$ cat src/rtl/tls_pkg.sv
// Shared types and constants for the traffic-light command generator.
package tls_pkg;

    localparam int unsigned DUR_W       = 4;
    localparam int unsigned DEB_LEN_DEF = 4;
    localparam int unsigned DEB_CNT_W   = 4;

    typedef enum logic [1:0] {
        IDLE   = 2'd0,
        LOAD   = 2'd1,
        RUN    = 2'd2,
        JUMPED = 2'd3
    } state_e;

    // A zero-length phase would stall the downstream controller, so it becomes one second.
    function automatic logic [DUR_W-1:0] dur_clamp(input logic [DUR_W-1:0] d);
        return (d == '0) ? DUR_W'(1) : d;
    endfunction

endpackage

$ cat src/rtl/tls_debounce.sv
// Pedestrian-button debouncer: one press per hold after DEB_LEN consecutive high samples.
module tls_debounce
    import tls_pkg::*;
#(
    parameter int unsigned DEB_LEN = DEB_LEN_DEF
) (
    input  logic clk,
    input  logic reset,
    input  logic btn_i,
    output logic press_c
);

    logic [DEB_CNT_W-1:0] cnt_q, cnt_d;
    logic                 fired_q, fired_d;

    // The press fires on the same edge that samples the final high; fired_q blocks repeats until release.
    always_comb begin
        cnt_d   = cnt_q;
        fired_d = fired_q;
        press_c = 1'b0;
        if (!btn_i) begin
            cnt_d   = '0;
            fired_d = 1'b0;
        end else if (!fired_q) begin
            if (cnt_q == DEB_CNT_W'(DEB_LEN - 1)) begin
                press_c = 1'b1;
                fired_d = 1'b1;
                cnt_d   = '0;
            end else begin
                cnt_d = cnt_q + DEB_CNT_W'(1);
            end
        end
    end

    always_ff @(posedge clk) begin
        if (reset) begin
            cnt_q   <= '0;
            fired_q <= 1'b0;
        end else begin
            cnt_q   <= cnt_d;
            fired_q <= fired_d;
        end
    end

endmodule

$ cat src/rtl/tls_cmd_gen.sv
// Command generator: loads phase durations, turns debounced pedestrian presses into
// one force-to-red jump per light cycle, and forwards emergency holds.
module tls_cmd_gen
    import tls_pkg::*;
#(
    parameter int unsigned DEB_LEN = DEB_LEN_DEF
) (
    input  logic             clk,
    input  logic             reset,
    input  logic             cfg_valid,
    input  logic [DUR_W-1:0] cfg_g,
    input  logic [DUR_W-1:0] cfg_y,
    input  logic [DUR_W-1:0] cfg_r,
    output logic             cfg_ready,
    input  logic             ped_btn,
    input  logic             emg,
    input  logic             g_lamp,
    input  logic             y_lamp,
    input  logic             r_lamp,
    output logic             set,
    output logic             stop,
    output logic             jump,
    output logic [DUR_W-1:0] G_in,
    output logic [DUR_W-1:0] Y_in,
    output logic [DUR_W-1:0] R_in
);

    state_e           state_q, state_d;
    logic             pending_q, pending_d;
    logic             seen_red_q, seen_red_d;
    logic             set_q, set_d;
    logic             stop_q, stop_d;
    logic             jump_q, jump_d;
    logic             ready_q, ready_d;
    logic [DUR_W-1:0] g_q, g_d, y_q, y_d, r_q, r_d;
    logic             press_c;
    logic             accept_c;
    logic             lamp_ok_c;

    tls_debounce #(.DEB_LEN(DEB_LEN)) u_deb (
        .clk     (clk),
        .reset   (reset),
        .btn_i   (ped_btn),
        .press_c (press_c)
    );

    assign accept_c  = cfg_valid & ready_q;
    assign lamp_ok_c = (g_lamp | y_lamp) & ~r_lamp;

    always_comb begin
        state_d    = state_q;
        pending_d  = pending_q;
        seen_red_d = seen_red_q;
        g_d        = g_q;
        y_d        = y_q;
        r_d        = r_q;
        set_d      = 1'b0;
        jump_d     = 1'b0;
        stop_d     = emg;

        case (state_q)
            IDLE: ;
            LOAD: begin
                set_d   = 1'b1;
                state_d = RUN;
            end
            RUN: begin
                if (press_c && lamp_ok_c) pending_d = 1'b1;
                if (pending_q && !stop_q) begin
                    jump_d     = 1'b1;
                    pending_d  = 1'b0;
                    seen_red_d = 1'b0;
                    state_d    = JUMPED;
                end
            end
            JUMPED: begin
                // Red must be seen before green so only a fresh light cycle re-arms the jump.
                if (!seen_red_q) begin
                    seen_red_d = r_lamp;
                end else if (g_lamp) begin
                    seen_red_d = 1'b0;
                    state_d    = RUN;
                end
            end
            default: state_d = IDLE;
        endcase

        // A new configuration overrides any jump decided on the same edge.
        if (accept_c) begin
            g_d        = dur_clamp(cfg_g);
            y_d        = dur_clamp(cfg_y);
            r_d        = dur_clamp(cfg_r);
            pending_d  = 1'b0;
            seen_red_d = 1'b0;
            jump_d     = 1'b0;
            state_d    = LOAD;
        end

        ready_d = (state_d != LOAD);
    end

    always_ff @(posedge clk) begin
        if (reset) begin
            state_q    <= IDLE;
            pending_q  <= 1'b0;
            seen_red_q <= 1'b0;
            set_q      <= 1'b0;
            stop_q     <= 1'b0;
            jump_q     <= 1'b0;
            ready_q    <= 1'b1;
            g_q        <= '0;
            y_q        <= '0;
            r_q        <= '0;
        end else begin
            state_q    <= state_d;
            pending_q  <= pending_d;
            seen_red_q <= seen_red_d;
            set_q      <= set_d;
            stop_q     <= stop_d;
            jump_q     <= jump_d;
            ready_q    <= ready_d;
            g_q        <= g_d;
            y_q        <= y_d;
            r_q        <= r_d;
        end
    end

    assign cfg_ready = ready_q;
    assign set       = set_q;
    assign stop      = stop_q;
    assign jump      = jump_q;
    assign G_in      = g_q;
    assign Y_in      = y_q;
    assign R_in      = r_q;

endmodule

$ cat config.mk
export PLATFORM = sky130hd
export DESIGN_NAME = tls_cmd_gen
export DESIGN_NICKNAME = d
export VERILOG_FILES = /design/src/rtl/tls_pkg.sv /design/src/rtl/tls_debounce.sv /design/src/rtl/tls_cmd_gen.sv
export SDC_FILE = /design/constraint.sdc
export NUM_CORES = 1
export LEC_CHECK = 0
export CORE_UTILIZATION = 45
export CTS_BUF_LIST = sky130_fd_sc_hd__clkbuf_4 sky130_fd_sc_hd__clkbuf_8
export DETAILED_ROUTE_END_ITERATION = 8
export HOLD_SLACK_MARGIN = 0.03
export PLACE_DENSITY = 0.85
export SLEW_MARGIN = 10
export SYNTH_ARGS = -nofsm -noshare
export SYNTH_HDL_FRONTEND = slang
export SYNTH_HIERARCHICAL = 1
export SYNTH_SLANG_ARGS = --single-unit
$ cat constraint.sdc
create_clock -name clk -period 1.96 [get_ports clk]
set_input_delay 0.196 -clock clk [delete_from_list [all_inputs] [get_ports clk]]
set_output_delay 0.196 -clock clk [all_outputs]
set_load 0.05 [all_outputs]
[After elaboration in Yosys (flattened, before gate mapping)]
Cells that the tools add are included.
Operators by class
  add/subtract/negate cells: 1
  multiplexer cells: 21
  multiply operators: 0
  reductions and logical operators: 13
  eq/ne operators: 6
  magnitude comparators: 0
  shifts and indexed selects: 0
  div/mod/pow operators: 0
  bitwise gates (word level): 6
Operators with widths (count)
  2-to-1 mux 4 bit: 4
  logical NOT 4 bit: 3
  2-to-1 mux 1 bit: 11
  2-to-1 mux 2 bit: 4
  case mux 2 bit (3 select lines): 1
  adder 4 x 1 -> 4 bit (second input constant): 1
  == test 2 bit (second input constant): 2
  == test 4 x 2 -> 1 bit (second input constant): 1
  AND reduction 2 bit: 2
  nonzero test 2 bit: 2
  OR reduction 2 bit: 2
  inverter 1 bit: 3
  OR reduction 3 bit: 1
  bitwise AND 1 bit: 2
  == test 2 x 1 -> 1 bit (second input constant): 1
  logical AND 1 bit: 2
  != test 2 x 1 -> 1 bit (second input constant): 1
  != test 2 bit (second input constant): 1
  case mux 1 bit (2 select lines): 1
  logical NOT 1 bit: 1
  OR 1 bit: 1
Word-level totals
  memories: 0
  bits in read-only memories: 0
  register bits after elaboration: 25
  output and inout port bits: 16
  logic and storage cells: 59
  bits in writable memories: 0
  latch bits: 0

[Depth between registers and ports, before layout]
Gate-level depths: netlist of the first run.
  word-level depth: 7
  depth in mapped cells: 6
  mapped depth without buffers: 6

[Cells and area by module]
Netlist of the first run, hierarchy kept.
Modules (own cells, without submodules)
  tls_cmd_gen: cells an instance 84, instances 1, area each 744.5 um^2
  tls_debounce: cells an instance 24, instances 1, area each 225.2 um^2

[Worst setup path before layout of the first run]
Ideal clock, no wire load.
  path type: reg2reg
  from: reg u_deb.cnt_q[0]
  to: reg pending_q
  path buffers: 0
  required time: 1.873 ns
  path slack: 0.380 ns
  arrival: 1.493 ns
  stages on the path, launching flop included: 7
  cell sequence: dfxtp_1 ha_1 or3b_4 nor3b_2 and4bb_1 a21oi_1 nor4b_2
Between the ends
  word-level cells in the longest chain between the ends: 7
Ends and longest elaborated chain
  start: declaration: line tls_debounce.sv:13  | logic [DEB_CNT_W-1:0] cnt_q, cnt_d;
  start signal: assignment: line tls_debounce.sv:40  | cnt_q <= cnt_d;
  == test 4 x 2 -> 1 bit: line tls_debounce.sv:25  | if (cnt_q == DEB_CNT_W'(DEB_LEN - 1)) begin
  2-to-1 mux 1 bit: line tls_debounce.sv:25
  2-to-1 mux 1 bit: line tls_debounce.sv:24  | end else if (!fired_q) begin
  2-to-1 mux 1 bit: line tls_debounce.sv:21  | if (!btn_i) begin
  net press_c: line tls_cmd_gen.sv:36  | logic press_c;
  logical AND 1 bit: line tls_cmd_gen.sv:68  | if (press_c && lamp_ok_c) pending_d = 1'b1;
  nonzero test 2 bit (no line)
  AND reduction 2 bit (no line)
  end signal: assignment: line tls_cmd_gen.sv:116  | pending_q <= pending_d;
  end: declaration: line tls_cmd_gen.sv:29  | logic pending_q, pending_d;
The timed path passes the listed nets, and every way through them passes these cells.
A chain may end at the register's enable or synchronous reset.

[Final worst setup path of the first run]
Same ends and word-level chain as after synthesis.

==> run metrics, run 1 <==
outcome=completed; Setup crit end kind=register; area occupied by multi-input gates=426.7 sq um; Hold Path Class=primary input to register; hold-fix buffers at CTS=0; vias in the first global route=approximately 840; setup TNS=0 ps; fillers=between 150 and 200; Buffers on Ports=35; H-tree Lvls=1; CP required=~2200 ps; Total GRT Usage=between 10% and 20%; most common cell in the netlist=dfxtp_1; I/O pins=36; initial antenna violation count=0; CTS max path bufs=2; net count after synthesis=roughly 130; FF+latch area=500.5 sq um; Layout Skew=approximately 6.7 ps; CP Max Fanout=4; Worst-Skew Late Latency=between 300 and 400 ps; # DRC=0; met3 Resource Use GR=7.233%; Die Ht=a little under 50 microns; GRT overflow=0; largest net degree at the start of global routing=22; number of synthesized flops with an enable pin=0; Post-synth ARST share=0%; setup bufs post-CTS=0; Final setup viols=0; Worst IR Drop VDD=between 0.5 and 0.6 mV; post-synthesis sequential area ratio=51.61%; Final Routed Wirelength=1982 microns; Initial Util=48.44%; Non-Filler Instances=170; cts bufs inserted=3; CTS tree=done; post_cts resized=0; Commonest cells post-synth=25 x dfxtp_1, 22 x nand2_1, 14 x a21oi_1; Top FF cell, synth=dfxtp_1; fin crit share=between 80% and 90%; Post-Syn Area=between 900 and 1000 sq um; Most Used Layer, Global Route=met2; share of cells above drive strength 1=6.993%; Unique masters post-synth=28; number of cell rows=16; first-pass GRT wire length=3574 microns; clock root buffer=clkbuf_4; met2 usage=about a third; initial DRC count=4; Final Hold Violating Endpoints=0; Worst R2R Setup Slack=between 200 and 250 ps; routing usage on met1=21.47%; routed length per placed instance=between 10 and 15 microns; synth top area cells=dfxtp_1 52%, nand2_1 8.5%, a21oi_1 7.2%; CTS clock-pin slew for the worst setup and hold paths=roughly 140 ps; power consumption=0.0009818 W; unrepaired setup endpoints after global routing=false; worst hold start=emg; min Tclk post-route=roughly 1700 ps; Setup Crit Path Kind=register to register; PD cells=723.9 nW/um^2; relative slew slack=between 50 and 60%; CP arrival=about 2000 ps; Synth area leader=dfxtp_1; worst slew pin tran=approximately 650 ps; number of synthesized register bits=25; gpl congestion=around 0.78; average size of a mapped cell=~9 sq um; post-synthesis instance total=about 110; first-pass detailed-route iteration total=4; vias after detailed routing=roughly 850; DP HPWL=around 1500 microns; Max-cap violations=0; top cell type's share of synthesized area=between 50% and 60%; Slew Limit Fails=0; ANT nets after route=0; CTS sink cnt=25; placed insts=166; drt via density=between 5 and 6; Static Leakage=just under 0.5 nW; Core ar.=2002 sq um; Worst R2R Start=u_deb/cnt_q[0]$_SDFFE_PP0N_; Layout Nets=roughly 170; f_max=between 500 and 600 MHz; P&R area growth vs syn=39.87%; Die Wd=around 48 microns; Startpoint Class=register; die area=roughly 2300 sq um; n_diodes=0; Ys Warns=6; crit path from=u_deb/cnt_q[0]$_SDFFE_PP0N_
## state kept, by name, indices dropped and copies added, names as in the netlist
signal	count
set	1
stop	1
R_in	4
cfg_ready	1
seen_red_q	1
G_in	4
jump	1
state_q	2
pending_q	1
u_deb/fired_q	1
Y_in	4
u_deb/cnt_q	4
## layout by cell type, fill, tap and decap left out, types with 2 or more instances in the layout
master / n
nand2_1: 22
nand4b_1: 2
clkdlybuf4s50_1: 35
nor2_1: 7
dfxtp_1: 25
clkbuf_4: 3
nand3_1: 2
a21oi_1: 14
nor3_1: 11
inv_1: 2
nand2b_1: 2
## per-layer routing
| layer | up-vias | part of all wire, % |
|---|---|---|
| li1 | 437 | - |
| met1 | 386 | 42 |
| met2 | 29 | 49 |
| met3 | 2 | 7.8 |
| met4 | 0 | 0.71 |
| met5 | - | 0 |
## worst paths after layout
check	endpoint	depth (start not counted)
setup / recovery	pending_q$_SDFFE_PP0P_	6
hold / removal	stop$_SDFF_PP0_	2
setup reg to reg	pending_q$_SDFFE_PP0P_	6
hold reg to reg	R_in[1]$_SDFFE_PP0P_	2
## report_power, final
group | total, W | switching, W | internal [W]
Clock | 0.000232 | 0.000154 | 0.0000778
Sequential | 0.000547 | 0.0000150 | 0.000532
Combinational | 0.000203 | 0.000117 | 0.0000857
## metrics by stage
step           worst slack, ps  instance area, sq um  hold slack, ps  util, %
6_report                 226.6                  1356           417.9    67.75
5_1_grt                  115.6                  1356           436.9    67.75
4_1_cts                  205.5                  1356           416.7    67.75
3_5_place_dp             240.9                  1326           449.2    66.25
3_3_place_gp             345.7                  1326           441.2    66.25
2_1_floorplan            379.9                 969.7           324.2        -
## cell type report
class	instances	area share (%)
Clock buffer	3	1.661
Clock inverter	1	0.5535
Inverter	2	0.5535
Multi-Input combinational cell	76	31.46
Sequential cell	25	36.90
Tap cell	27	2.491
Timing Repair Buffer	36	26.38
## critical path: stages, from the launching register on
cell	delay [ps]
dfxtp_1	410
ha_1	200
or3b_4	400
nor3b_2	170
and4bb_1	200
a21oi_1	70
nor4b_2	200
## cells by family after synthesis
| logic type | count (synthesis) | share of synthesized area [%] |
|---|---|---|
| buffers and inverters | 7 | 4.387 |
| multiplexers | 1 | 1.032 |
| flip-flops | 25 | 51.61 |
| AND/OR/NAND/NOR | 56 | 30.84 |
| adder cells (fa/ha/maj) | 1 | 1.290 |
| AO/OA/AOI/OAI | 17 | 9.936 |
| XOR/XNOR | 1 | 0.9034 |
No activity file was read; power rests on OpenSTA's default activity.
==> run 2: changes to the inputs <==
--- a/config.mk
+++ b/config.mk
@@ -5,6 +5,7 @@
 export SDC_FILE = /design/constraint.sdc
 export NUM_CORES = 1
 export LEC_CHECK = 0
+export CORE_MARGIN = 2
 export CORE_UTILIZATION = 45
 export CTS_BUF_LIST = sky130_fd_sc_hd__clkbuf_4 sky130_fd_sc_hd__clkbuf_8
 export DETAILED_ROUTE_END_ITERATION = 8
==> run metrics, run 2 (synthesis gave the netlist of run 1 again) <==
Layout Skew=11.83 ps (+5.163 ps); I/O pins=36 (unchanged); Worst IR Drop VDD=0.6835 mV (+23%); first-pass detailed-route iteration total=4 (unchanged); P&R area growth vs syn=40.39%; share of cells above drive strength 1=7.639% (+0.65 points); Core ar.=2002 sq um (unchanged); max incr delay on CP=830 ps (+420 ps); area post-placement=1334 sq um (+0.57%); Hold Path Class=primary input to register; most frequent cells in the layout=35 x clkdlybuf4s50_1, 25 x dfxtp_1, 22 x nand2_1; hold-fix buffers at CTS=0 (unchanged); CP Max Fanout=2 (-2); slowest CP cell=clkdlybuf4s50_1; gpl congestion=0.7560 (-3.6%); Buffers on Ports=35 (unchanged); CTS clock-pin slew for the worst setup and hold paths=140 ps (about the same); number of cell rows=16 (unchanged); CP arrival=1520 ps (-450 ps); Layout Nets=166 (+0.61%); CTS sink cnt=25 (unchanged); Worst Path Buf+Inv=1 (+1); n_diodes=0 (unchanged); Initial Util=48.44% (unchanged); setup bufs post-CTS=0 (unchanged); Startpoint Class=register; initial antenna violation count=0 (unchanged); H-tree Lvls=1 (unchanged); clock root buffer=clkbuf_4; fin crit share=87.77% (-0.67 points); vias after detailed routing=873 (+2.2%); GRT overflow=0 (unchanged); ANT nets after route=0 (unchanged); routed length per placed instance=12.03 microns (+3.2%); Final Routed Wirelength=2057 microns (+3.8%); # DRC=0 (unchanged); leading cell type in the layout, fill and taps excluded=clkdlybuf4s50_1; Final setup viols=0 (unchanged); Total GRT Usage=18.59% (-0.77 points); PD cells=721.2 nW/um^2 (-0.37%); CP required=1760 ps (-440 ps); Max-cap violations=0 (unchanged); Slew Limit Fails=0 (unchanged); outcome=completed; largest net degree at the start of global routing=15 (-32%); Setup Crit Path Kind=register to output port; vias in the first global route=845 (+0.84%); initial DRC count=9 (+5); min Tclk post-route=1720 ps (-13.08 ps); die area=2542 sq um (+8.4%); Static Leakage=0.4928 nW (+1.8%); unrepaired setup endpoints after global routing=false; DP HPWL=1543 microns (+3.8%); worst slew pin tran=517.7 ps (-130.6 ps); CTS tree=done; Final Hold Violating Endpoints=0 (unchanged); setup TNS=0 ps (unchanged); Worst-Skew Late Latency=330 ps (+20 ps); drt via density=5.105 (+1.6%); first-pass GRT wire length=3574 microns (unchanged); relative slew slack=65.38% (+8.6 points); Setup crit end kind=output port; Non-Filler Cell Area, Final=1361 sq um (+0.37%); CTS max path bufs=2 (unchanged); fillers=168 (-0.59%); Die Wd=50.42 microns (+4.1%); f_max=581.3 MHz (+0.76%); Crit path max-delay family=buffers and inverters; post_cts resized=0 (unchanged); Die Ht=50.42 microns (+4.1%); cts bufs inserted=3 (unchanged); CP cell instances=clkdlybuf4s50_1
-- run 2: routing by layer --
layer | GRT usage, % | vias to the layer above | wire length [microns]
met1 | 20.72 | 394 | 846
met3 | 10.12 | 7 | 196
li1 | - | 442 | -
met4 | 6.306 | 0 | 40
met5 | 0 | - | 0
met2 | 30.04 | 30 | 974
-- run 2: final timing paths --
kind	start	end	slack [ps]	cells after the start
worst max-delay path	G_in[2]$_SDFFE_PP0P_	G_in[2]	240	1
worst min-delay path	emg	stop$_SDFF_PP0_	400	2
worst max register to register	u_deb/cnt_q[0]$_SDFFE_PP0N_	pending_q$_SDFFE_PP0P_	250	6
worst min register to register	G_in[3]$_SDFFE_PP0P_	G_in[3]$_SDFFE_PP0P_	470	2
-- run 2: report_power, final --
part           internal, W  switching [W]  total, W
Combinational    0.0000874       0.000119  0.000206
Sequential        0.000532      0.0000149  0.000546
Clock            0.0000765       0.000153  0.000229
Total             0.000695       0.000286  0.000982
-- run 2: cell type report --
type                       count  area [sq um]  area share (%)
clock buffer                   3         22.52           1.654
clock inverter                 1         5.005          0.3676
inverter                       2         7.507          0.5515
multi-input combinational     76         426.7           31.34
sequential                    25         500.5           36.76
tap                           27         33.78           2.482
timing repair buffer          37         365.4           26.84
-- run 2: per-stage QoR --
| step | instances | hold slack [ps] | util, % | total power [W] | worst slack [ps] |
|---|---|---|---|---|---|
| global route | 171 | 397.8 | 68.00 | 0.001027 | 85.98 |
| detailed placement | 167 | 449.9 | 66.63 | 0.0007640 | 243.1 |
| floorplan | 108 | 324.2 | - | 0.0006769 | 379.9 |
| CTS | 171 | 399.5 | 68.00 | 0.0009888 | 224.6 |
| finish | 171 | 402.7 | 68.00 | 0.0009817 | 239.7 |
| global placement | 167 | 442.7 | 66.63 | 0.0007592 | 349.1 |
